===== src/rtl/dcache_if.sv =====
// CPU-side and memory-side signal bundle of the data cache controller.
// The controller connects through the slave modport; the pipeline/memory side uses master.
interface dcache_if;
  logic         cpu_req_i;
  logic         cpu_we_i;
  logic [31:0]  cpu_addr_i;
  logic [31:0]  cpu_data_i;
  logic [31:0]  cpu_data_o;
  logic         cpu_stall_o;
  logic         mem_enable_o;
  logic         mem_write_o;
  logic [31:0]  mem_addr_o;
  logic [255:0] mem_data_o;
  logic [255:0] mem_data_i;
  logic         mem_ack_i;

  modport slave (
    input  cpu_req_i, cpu_we_i, cpu_addr_i, cpu_data_i, mem_data_i, mem_ack_i,
    output cpu_data_o, cpu_stall_o, mem_enable_o, mem_write_o, mem_addr_o, mem_data_o
  );

  modport master (
    output cpu_req_i, cpu_we_i, cpu_addr_i, cpu_data_i, mem_data_i, mem_ack_i,
    input  cpu_data_o, cpu_stall_o, mem_enable_o, mem_write_o, mem_addr_o, mem_data_o
  );
endinterface


===== src/rtl/dcache_ctrl.sv =====
// Direct-mapped, write-back, write-allocate data cache controller with 256-bit lines.
// Optional hit/miss counters are built when DCACHE_STATS_EN is defined.
module dcache_ctrl #(
  parameter int SET_BITS = 4
) (
  input  logic        clk_i,
  input  logic        rst_i,
  dcache_if.slave     bus
`ifdef DCACHE_STATS_EN
  ,
  output logic [31:0] hit_count_o,
  output logic [31:0] miss_count_o
`endif
);

  localparam int NSETS = 1 << SET_BITS;
  localparam int TAG_W = 27 - SET_BITS;

  typedef enum logic [1:0] {IDLE, WRITEBACK, ALLOCATE, REFILL} state_t;

  state_t             state_q, state_d;
  logic [NSETS-1:0]   valid_q, dirty_q;
  logic [TAG_W-1:0]   tag_q  [NSETS];
  logic [255:0]       line_q [NSETS];

  logic [2:0]          word;
  logic [SET_BITS-1:0] set;
  logic [TAG_W-1:0]    tag;
  logic                hit;
  logic                store_hit;
  logic                fill_ack;
  logic [31:0]         rd_word;
  logic                unused_addr;

  assign word        = bus.cpu_addr_i[4:2];
  assign set         = bus.cpu_addr_i[4+SET_BITS:5];
  assign tag         = bus.cpu_addr_i[31:5+SET_BITS];
  assign unused_addr = ^bus.cpu_addr_i[1:0];
  assign hit         = valid_q[set] & (tag_q[set] == tag);
  assign rd_word     = line_q[set][{word, 5'b0} +: 32];
  assign store_hit   = (state_q == IDLE) & bus.cpu_req_i & bus.cpu_we_i & hit;
  assign fill_ack    = (state_q == ALLOCATE) & bus.mem_ack_i;

  always_comb begin
    state_d          = state_q;
    bus.cpu_stall_o  = 1'b1;
    bus.cpu_data_o   = '0;
    bus.mem_enable_o = 1'b0;
    bus.mem_write_o  = 1'b0;
    bus.mem_addr_o   = '0;
    bus.mem_data_o   = '0;
    case (state_q)
      IDLE: begin
        bus.cpu_stall_o = bus.cpu_req_i & ~hit;
        if (bus.cpu_req_i & ~bus.cpu_we_i & hit) bus.cpu_data_o = rd_word;
        if (bus.cpu_req_i & ~hit)
          state_d = (valid_q[set] & dirty_q[set]) ? WRITEBACK : ALLOCATE;
      end
      WRITEBACK: begin
        bus.mem_enable_o = 1'b1;
        bus.mem_write_o  = 1'b1;
        bus.mem_addr_o   = {tag_q[set], set, 5'b0};
        bus.mem_data_o   = line_q[set];
        if (bus.mem_ack_i) state_d = ALLOCATE;
      end
      ALLOCATE: begin
        bus.mem_enable_o = 1'b1;
        bus.mem_addr_o   = {bus.cpu_addr_i[31:5], 5'b0};
        if (bus.mem_ack_i) state_d = REFILL;
      end
      default: state_d = IDLE;
    endcase
  end

  // Control state: FSM and per-set valid/dirty flags
  always_ff @(posedge clk_i) begin
    if (rst_i) begin
      state_q <= IDLE;
      valid_q <= '0;
      dirty_q <= '0;
    end else begin
      state_q <= state_d;
      if (fill_ack) begin
        valid_q[set] <= 1'b1;
        dirty_q[set] <= 1'b0;
      end else if (store_hit) begin
        dirty_q[set] <= 1'b1;
      end
    end
  end

  // Tag and line storage; contents are meaningless while the valid bit is clear
  always_ff @(posedge clk_i) begin
    if (fill_ack) begin
      line_q[set] <= bus.mem_data_i;
      tag_q[set]  <= tag;
    end else if (store_hit) begin
      line_q[set][{word, 5'b0} +: 32] <= bus.cpu_data_i;
    end
  end

`ifdef DCACHE_STATS_EN
  logic from_refill_q;

  // The access completing right after REFILL already counted as a miss
  always_ff @(posedge clk_i) begin
    if (rst_i) begin
      hit_count_o   <= '0;
      miss_count_o  <= '0;
      from_refill_q <= 1'b0;
    end else begin
      from_refill_q <= (state_q == REFILL);
      if ((state_q == IDLE) & bus.cpu_req_i & hit & ~from_refill_q)
        hit_count_o <= hit_count_o + 32'd1;
      if ((state_q == IDLE) & bus.cpu_req_i & ~hit)
        miss_count_o <= miss_count_o + 32'd1;
    end
  end
`endif

endmodule


===== src/flat_wrapper.sv =====
// flat-port wrapper written by rule: the top's interface ports become plain ports
module dcache_ctrl_flat 
#(
  parameter int SET_BITS = 4
)
  (clk_i, rst_i, bus_cpu_req_i, bus_cpu_we_i, bus_cpu_addr_i, bus_cpu_data_i, bus_mem_data_i, bus_mem_ack_i, bus_cpu_data_o, bus_cpu_stall_o, bus_mem_enable_o, bus_mem_write_o, bus_mem_addr_o, bus_mem_data_o);
  dcache_if bus_i ();
  input  logic clk_i;
  input  logic rst_i;
  input wire logic [$bits(bus_i.cpu_req_i)-1:0] bus_cpu_req_i;
  input wire logic [$bits(bus_i.cpu_we_i)-1:0] bus_cpu_we_i;
  input wire logic [$bits(bus_i.cpu_addr_i)-1:0] bus_cpu_addr_i;
  input wire logic [$bits(bus_i.cpu_data_i)-1:0] bus_cpu_data_i;
  input wire logic [$bits(bus_i.mem_data_i)-1:0] bus_mem_data_i;
  input wire logic [$bits(bus_i.mem_ack_i)-1:0] bus_mem_ack_i;
  output wire logic [$bits(bus_i.cpu_data_o)-1:0] bus_cpu_data_o;
  output wire logic [$bits(bus_i.cpu_stall_o)-1:0] bus_cpu_stall_o;
  output wire logic [$bits(bus_i.mem_enable_o)-1:0] bus_mem_enable_o;
  output wire logic [$bits(bus_i.mem_write_o)-1:0] bus_mem_write_o;
  output wire logic [$bits(bus_i.mem_addr_o)-1:0] bus_mem_addr_o;
  output wire logic [$bits(bus_i.mem_data_o)-1:0] bus_mem_data_o;
  assign bus_i.cpu_req_i = bus_cpu_req_i;
  assign bus_i.cpu_we_i = bus_cpu_we_i;
  assign bus_i.cpu_addr_i = bus_cpu_addr_i;
  assign bus_i.cpu_data_i = bus_cpu_data_i;
  assign bus_i.mem_data_i = bus_mem_data_i;
  assign bus_i.mem_ack_i = bus_mem_ack_i;
  assign bus_cpu_data_o = bus_i.cpu_data_o;
  assign bus_cpu_stall_o = bus_i.cpu_stall_o;
  assign bus_mem_enable_o = bus_i.mem_enable_o;
  assign bus_mem_write_o = bus_i.mem_write_o;
  assign bus_mem_addr_o = bus_i.mem_addr_o;
  assign bus_mem_data_o = bus_i.mem_data_o;
  dcache_ctrl #(.SET_BITS(SET_BITS)) u_core (.clk_i(clk_i), .rst_i(rst_i), .bus(bus_i));
endmodule

===== config.mk =====
export PLATFORM = sky130hd
export DESIGN_NAME = dcache_ctrl_flat
export DESIGN_NICKNAME = d
export VERILOG_FILES = /design/src/rtl/dcache_if.sv /design/src/rtl/dcache_ctrl.sv /design/src/flat_wrapper.sv
export SDC_FILE = /design/constraint.sdc
export NUM_CORES = 2
export LEC_CHECK = 0
export ABC_CLOCK_PERIOD_IN_PS = 6600
export CORE_ASPECT_RATIO = 0.75
export CORE_UTILIZATION = 32
export CTS_CLUSTER_DIAMETER = 200
export DETAILED_ROUTE_END_ITERATION = 8
export GPL_TIMING_DRIVEN = 0
export PLACE_DENSITY = 0.48
export SLEW_MARGIN = 0
export SYNTH_ARGS = -nofsm -noshare
export SYNTH_HDL_FRONTEND = slang
export SYNTH_MEMORY_MAX_BITS = 65536
export SYNTH_SLANG_ARGS = --single-unit

===== constraint.sdc =====
create_clock -name clk_i -period 6.6 [get_ports clk_i]
set_input_delay 1.32 -clock clk_i [delete_from_list [all_inputs] [get_ports clk_i]]
set_output_delay 1.32 -clock clk_i [all_outputs]
set_load 0.005 [all_outputs]

* Yosys cells after proc, flatten, opt, wreduce, memory -nomap -nowiden
Memory sizes are Yosys's and may differ from the RTL's.
Index checks and enable logic that the tools add are counted.
** Word-level totals
- Register bits after elaboration :: 34
- RAM bits :: 4464
- Bits of input ports :: 325
- Output and inout bits :: 323
- Memories :: 2
** Operators by class
- $add $sub $neg :: 1
- Magnitude comparators :: 2
- Eq/ne operators :: 6
- Shift operators :: 3
- Mux-type cells :: 281
- Bitwise operators :: 271
- Reduce and logical (&&, ||, !) cells :: 5
** Memory list
- u_core.line_q :: words 16, width 256, rd ports 1, clocked after memory_dff 0, wr ports 1, line dcache_ctrl.sv:24 : logic [255:0] line_q [NSETS];
- u_core.tag_q :: words 16, width 23, rd ports 1, clocked after memory_dff 0, wr ports 1, line dcache_ctrl.sv:23 : logic [TAG_W-1:0] tag_q [NSETS];
** Operators by type and width (number)
- $mux W256 :: 2
- $mux W1 :: 266
- $or A1 B1 Y1 :: 256
- $shift A32 B10 Y256 const A :: 1
- $shiftx A256 B9 Y32 :: 1
- $shiftx A32 B10 Y256 :: 1
- $mux W32 :: 2
- $pmux W32 S2 :: 1
- $mux W16 :: 2
- $or A16 B16 Y16 :: 2
- $eq A23 B23 Y1 :: 1
- $and A16 B16 Y16 :: 1
- $not A16 Y16 :: 1
- $neg A8 Y10 :: 1
- $and A1 B1 Y1 :: 9
- $bmux W1 S4 :: 2
- $mux W2 :: 4
- $ne A2 B2 Y1 const B :: 3
- $pmux W2 S3 :: 1
- $lt A4 B5 Y1 const B :: 1
- $demux W1 S4 :: 1
- $ge A4 B1 Y1 const B :: 1
- $reduce_and A3 Y1 :: 1
- $eq A2 B1 Y1 const B :: 1
- other kinds (6) :: 7

* Logic depth before layout (Yosys ltp)
- Word-level depth :: 8
- Depth in mapped cells :: 16
- Gate-level depth less buffers :: 8

* Worst setup path after synthesis
Ideal clock, no wire load.
- Path type :: input-to-reg
- Start point :: input bus_cpu_addr_i[6]
- End point :: memory u_core.line_q[10][0] (enable)
- Arrival :: 5805 ps
- Setup slack :: 364 ps
- Cell stages on the path :: 16
- Buffers on the path :: 8
- Cell sequence :: buf_4 > buf_4 > buf_4 > buf_4 > buf_2 > mux2_2 > o22ai_1 > nor3_1 > o31ai_1 > nand4_1 > a21oi_2 > nand4_1 > buf_2 > buf_2 > buf_2 > a21oi_1
** On the way
- Cells in the longest elaborated chain, start to end :: 8
** RTL lines
- from (decl) :: line flat_wrapper.sv:12 : input wire logic [$bits(bus_i.cpu_addr_i)-1:0] bus_cpu_addr_i;
- $mem_v2 Z16 W23 / $bmux W1 S4 (equally long branches)
- $eq A23 B23 Y1 / $mux W1 (equally long branches) :: line dcache_ctrl.sv:39 : assign hit = valid_q[set] & (tag_q[set] == tag);
- $and A1 B1 Y1 :: line dcache_ctrl.sv:39
- $and A1 B1 Y1 :: line dcache_ctrl.sv:41 : assign store_hit = (state_q == IDLE) & bus.cpu_req_i & bus.cpu_we_i & hit;
- $mux W1 :: line dcache_ctrl.sv:97 : end else if (store_hit) begin
- $mux W1 :: line dcache_ctrl.sv:94 : if (fill_ack) begin
- $mux W256 (not written as such) :: line dcache_ctrl.sv:98 : line_q[set][{word, 5'b0} +: 32] <= bus.cpu_data_i;
- $or A1 B1 Y1 (no source line)
- to (decl) :: line dcache_ctrl.sv:24
Parallel ways exist; a longest one is shown, timed or not. The select of a mux whose other input is x is not followed.

* Worst setup path after layout
- Start point :: input bus_cpu_addr_i[6]
- End point :: output bus_cpu_data_o[29]
** On the way
- Cells in the longest elaborated chain, start to end :: 6
** RTL lines
- branches (longest 4 deep; another with $mem_v2 Z16 W256)
- $mux W32 (*) :: line dcache_ctrl.sv:55 : if (bus.cpu_req_i & ~bus.cpu_we_i & hit) bus.cpu_data_o = rd_word;
- $mux W32 (*) :: line dcache_ctrl.sv:52 : case (state_q)
- to (decl) :: line flat_wrapper.sv:16 : output wire logic [$bits(bus_i.cpu_data_o)-1:0] bus_cpu_data_o;
Mark *: on every way between the ends. The select of a mux whose other input is x is not followed.

==> metrics.cfg <==
[status]
outcome=finished with violations
failed_checks=negative setup slack

[clock_network]
cts-root-buf=clkbuf_16
cts_tree=done
cts_buffers=444
clk_latency_ps=1070
cts_max_level=5
cts_sinks=4498
clockBufferDepth=4
cts_hold_buf=0
cts.clk_slew.worst_paths_ps=60

[sta]
min_period_over_period=1.01
layout_min_cycle_time_ps=6670
drv_slew=0
relSlewSlack=0.0454
fin_setup_tns_ps=-1040
tightestPinTransition_ps=1430
fmax_ghz=0.150
skew_ps=77.0
rsz0062_at_grt=yes
worst_hold_slack_ps=460
hold_violations=0
layout_setup_ws_ps=-73.7
setup_viol=61

[cells_and_area]
area_growth_pct=24.5
fin_util=0.401
fill_cells=48537
multiInputGateArea_sq_mm=0.0435
nets=9645
seq_area_sq_mm=0.135
final_layout_size_suffix_gt1_frac=0.358

[logic_synthesis]
synth_compound_area_frac=0.0106
ys_seq_area_frac=0.756
synth_area_sq_mm=0.178
synth_seq_cells=4498
netlist.area_leader.share=0.752
yosysTopAreaCell=edfxtp_1
synth.distinct_cells=65
synth_mux_area_frac=0.202
synth_cells=7739
synth_edf_count=4464
synth_area_leaders=edfxtp_1, mux4_2, mux2_2
yosysWarningCount=0
netlist_top_cells_count=edfxtp_1, mux4_2, mux2_2
synthXorXnorAreaFrac=0.000491
ys_async_sr_fraction=0
synth_top_family_by_area=multiplexers
synth_ff_type=edfxtp_1
avgSynthCellArea_sq_um=23.0
synth.most_common_cell=edfxtp_1
synth-simple-area-share=0.0185
synthAdderAreaFrac=0.000421

[setup_path]
path_common_cell=buf_12
cp_cell_sequence=buf_12 > buf_12 > buf_16 > buf_16 > buf_12 > buf_12 > clkbuf_16 > buf_16 > clkbuf_16 > buf_6 > mux4_2 > mux4_2 > mux4_2 > mux2i_2 > nor3_2 > buf_2
crit_slowest_cell=mux4_2
critPathKind=input port to output port
crit_required_ps=5280
cp-end-kind=output port
start_kind=input port
cp.arrival_ps=5350
crit_path_max_incr_delay_ps=690
worst-path-max-fanout=7

[route]
vias_per_cell=5.63
first_pass_iters=6
drc=0
drt-initial-drc-count=14408
finalWirelength_microns=712000
num_vias=96566
routedWlPerCell_microns=41.5
antenna_left=0

[power]
p_int_uw=48700
p_sw_frac=0.246
p_leak_uw=0.0694
power.share.clock=0.396
pwr-share-seq=0.493
power_density_mw_per_mm2=291
vdd_ir_drop_max_uv=210
total_power_uw=64600
power_frac_comb=0.110
switching_power_uw=15900

[placement]
io_buffers=634
hpwl_microns=517000
routabilityCongestion=0.971

[global_routing]
grt_pass1_vias=93374
grt_pass1_wl_microns=916000
grtUsageTotal=0.248
grt_max_degree=23
antenna_found_initial=125
overflow=0

[die]
fp.coreArea_sq_mm=0.553
die_y_microns=648
rows=236
dieArea_sq_mm=0.560
pin_count=648
die_x_microns=864
start_util=0.322

[worst_hold_path]
hp-class=flip-flop to flip-flop

[job]
maxCapViolations=0

sequential cells by signal, summed over array words and instances, names as in the netlist, named ones only:
| name | count |
|---|---|
| u_core.line_q | 4096 |
| u_core.tag_q | 368 |
| u_core.valid_q | 16 |
| u_core.state_q | 2 |
critical path, delay by kind of cell:
family                 cells  cell delay (ps)
multiplexers               4             2170
AND/OR/NAND/NOR            1               70
buffers and inverters     11             1680
cell type report:
type / count / share of cell area
diodes: 91 / 0.00103
plain buffers: 459 / 0.0209
clock buffers: 536 / 0.0525
clock inverters: 279 / 0.0121
inverters: 66 / 0.00112
multi-input cells: 2714 / 0.196
flip-flops and latches: 4498 / 0.607
well taps: 7378 / 0.0416
repair buffers: 1131 / 0.0676
logic make-up (layout without fill, tap and decap cells):
| logic type | count (synthesis) | after routing |
|---|---|---|
| multiplexers | 1790 | 1790 |
| adder cells (fa/ha/maj) | 6 | 6 |
| XOR/XNOR | 10 | 10 |
| AO/OA/AOI/OAI | 304 | 304 |
| AND/OR/NAND/NOR | 599 | 599 |
| flip-flops | 4498 | 4498 |
| buffers and inverters | 531 | 2471 |
| other | 1 | 96 |
worst paths after layout:
check / startpoint / endpoint / slack, ps / depth (start not counted)
setup / recovery: bus_cpu_addr_i[6] / bus_cpu_data_o[29] / -70 / 16
hold / removal: flip-flop / flip-flop / 460 / 2
setup reg to reg: u_core.tag_q[11][3]$_DFFE_PP_ / u_core.line_q[8][68]$_DFFE_PP_ / 600 / 13
hold reg to reg: flip-flop / flip-flop / 460 / 2
power by group through the flow:
stage | registers (uW) | logic [uW] | clock network, uW
3_3_place_gp | 32500 | 6130 | 0
5_1_grt | 31800 | 7180 | 26800
4_1_cts | 31800 | 7000 | 25800
3_5_place_dp | 32500 | 6600 | 0
2_1_floorplan | 32400 | 2540 | 0
6_report | 31800 | 7130 | 25600
timing repair:
item	CTS	global route
cloned	12	2
gates resized for setup	1132	86
setup endpoints to repair	8447	418
buffers inserted	151	41
pin swaps	13	18
routing by layer:
metal	GRT usage	share of wire	up-vias
met3	0.0597	0.10	1133
met2	0.375	0.45	5877
met1	0.332	0.39	53123
li1	-	-	36403
met5	0	0.00043	-
met4	0.130	0.062	30
through the flow:
step,cells,worst slack (ps),cell area [sq um]
2_1_floorplan,7743,364,178000
3_3_place_gp,15755,-6450,194000
3_5_place_dp,16049,-3450,202000
4_1_cts,17027,-89.8,221000
5_1_grt,17087,-69.3,222000
6_report,17152,-73.7,222000
cells in the final DEF, fill, tap and decap left out, types with 11 or more instances in the layout:
master,count
nand2_2,16
bufinv_16,46
clkbuf_16,489
o21ai_0,16
a22oi_1,42
o22ai_1,28
mux2i_1,68
clkdlybuf4s50_1,567
a211oi_1,19
nor3_1,27
clkinv_2,69
mux4_2,1418
buf_12,224
nor3_2,18
clkbuf_2,63
clkinvlp_4,24
buf_8,21
dfxtp_1,34
buf_2,77
a21oi_1,14
mux2_2,278
buf_4,207
a21oi_4,128
and2_1,268
nor2_1,54
edfxtp_1,4464
nand2_1,79
dlygate4sd2_1,11
clkbuf_4,46
diode_2,91
clkinv_1,121
mux2i_4,16
buf_16,138
clkbuf_8,50
nor2_4,17
clkbuf_1,159
buf_6,56
nor2b_1,39
nand4_1,33
inv_1,64
Note: power is estimated with default switching activity, not from simulation.
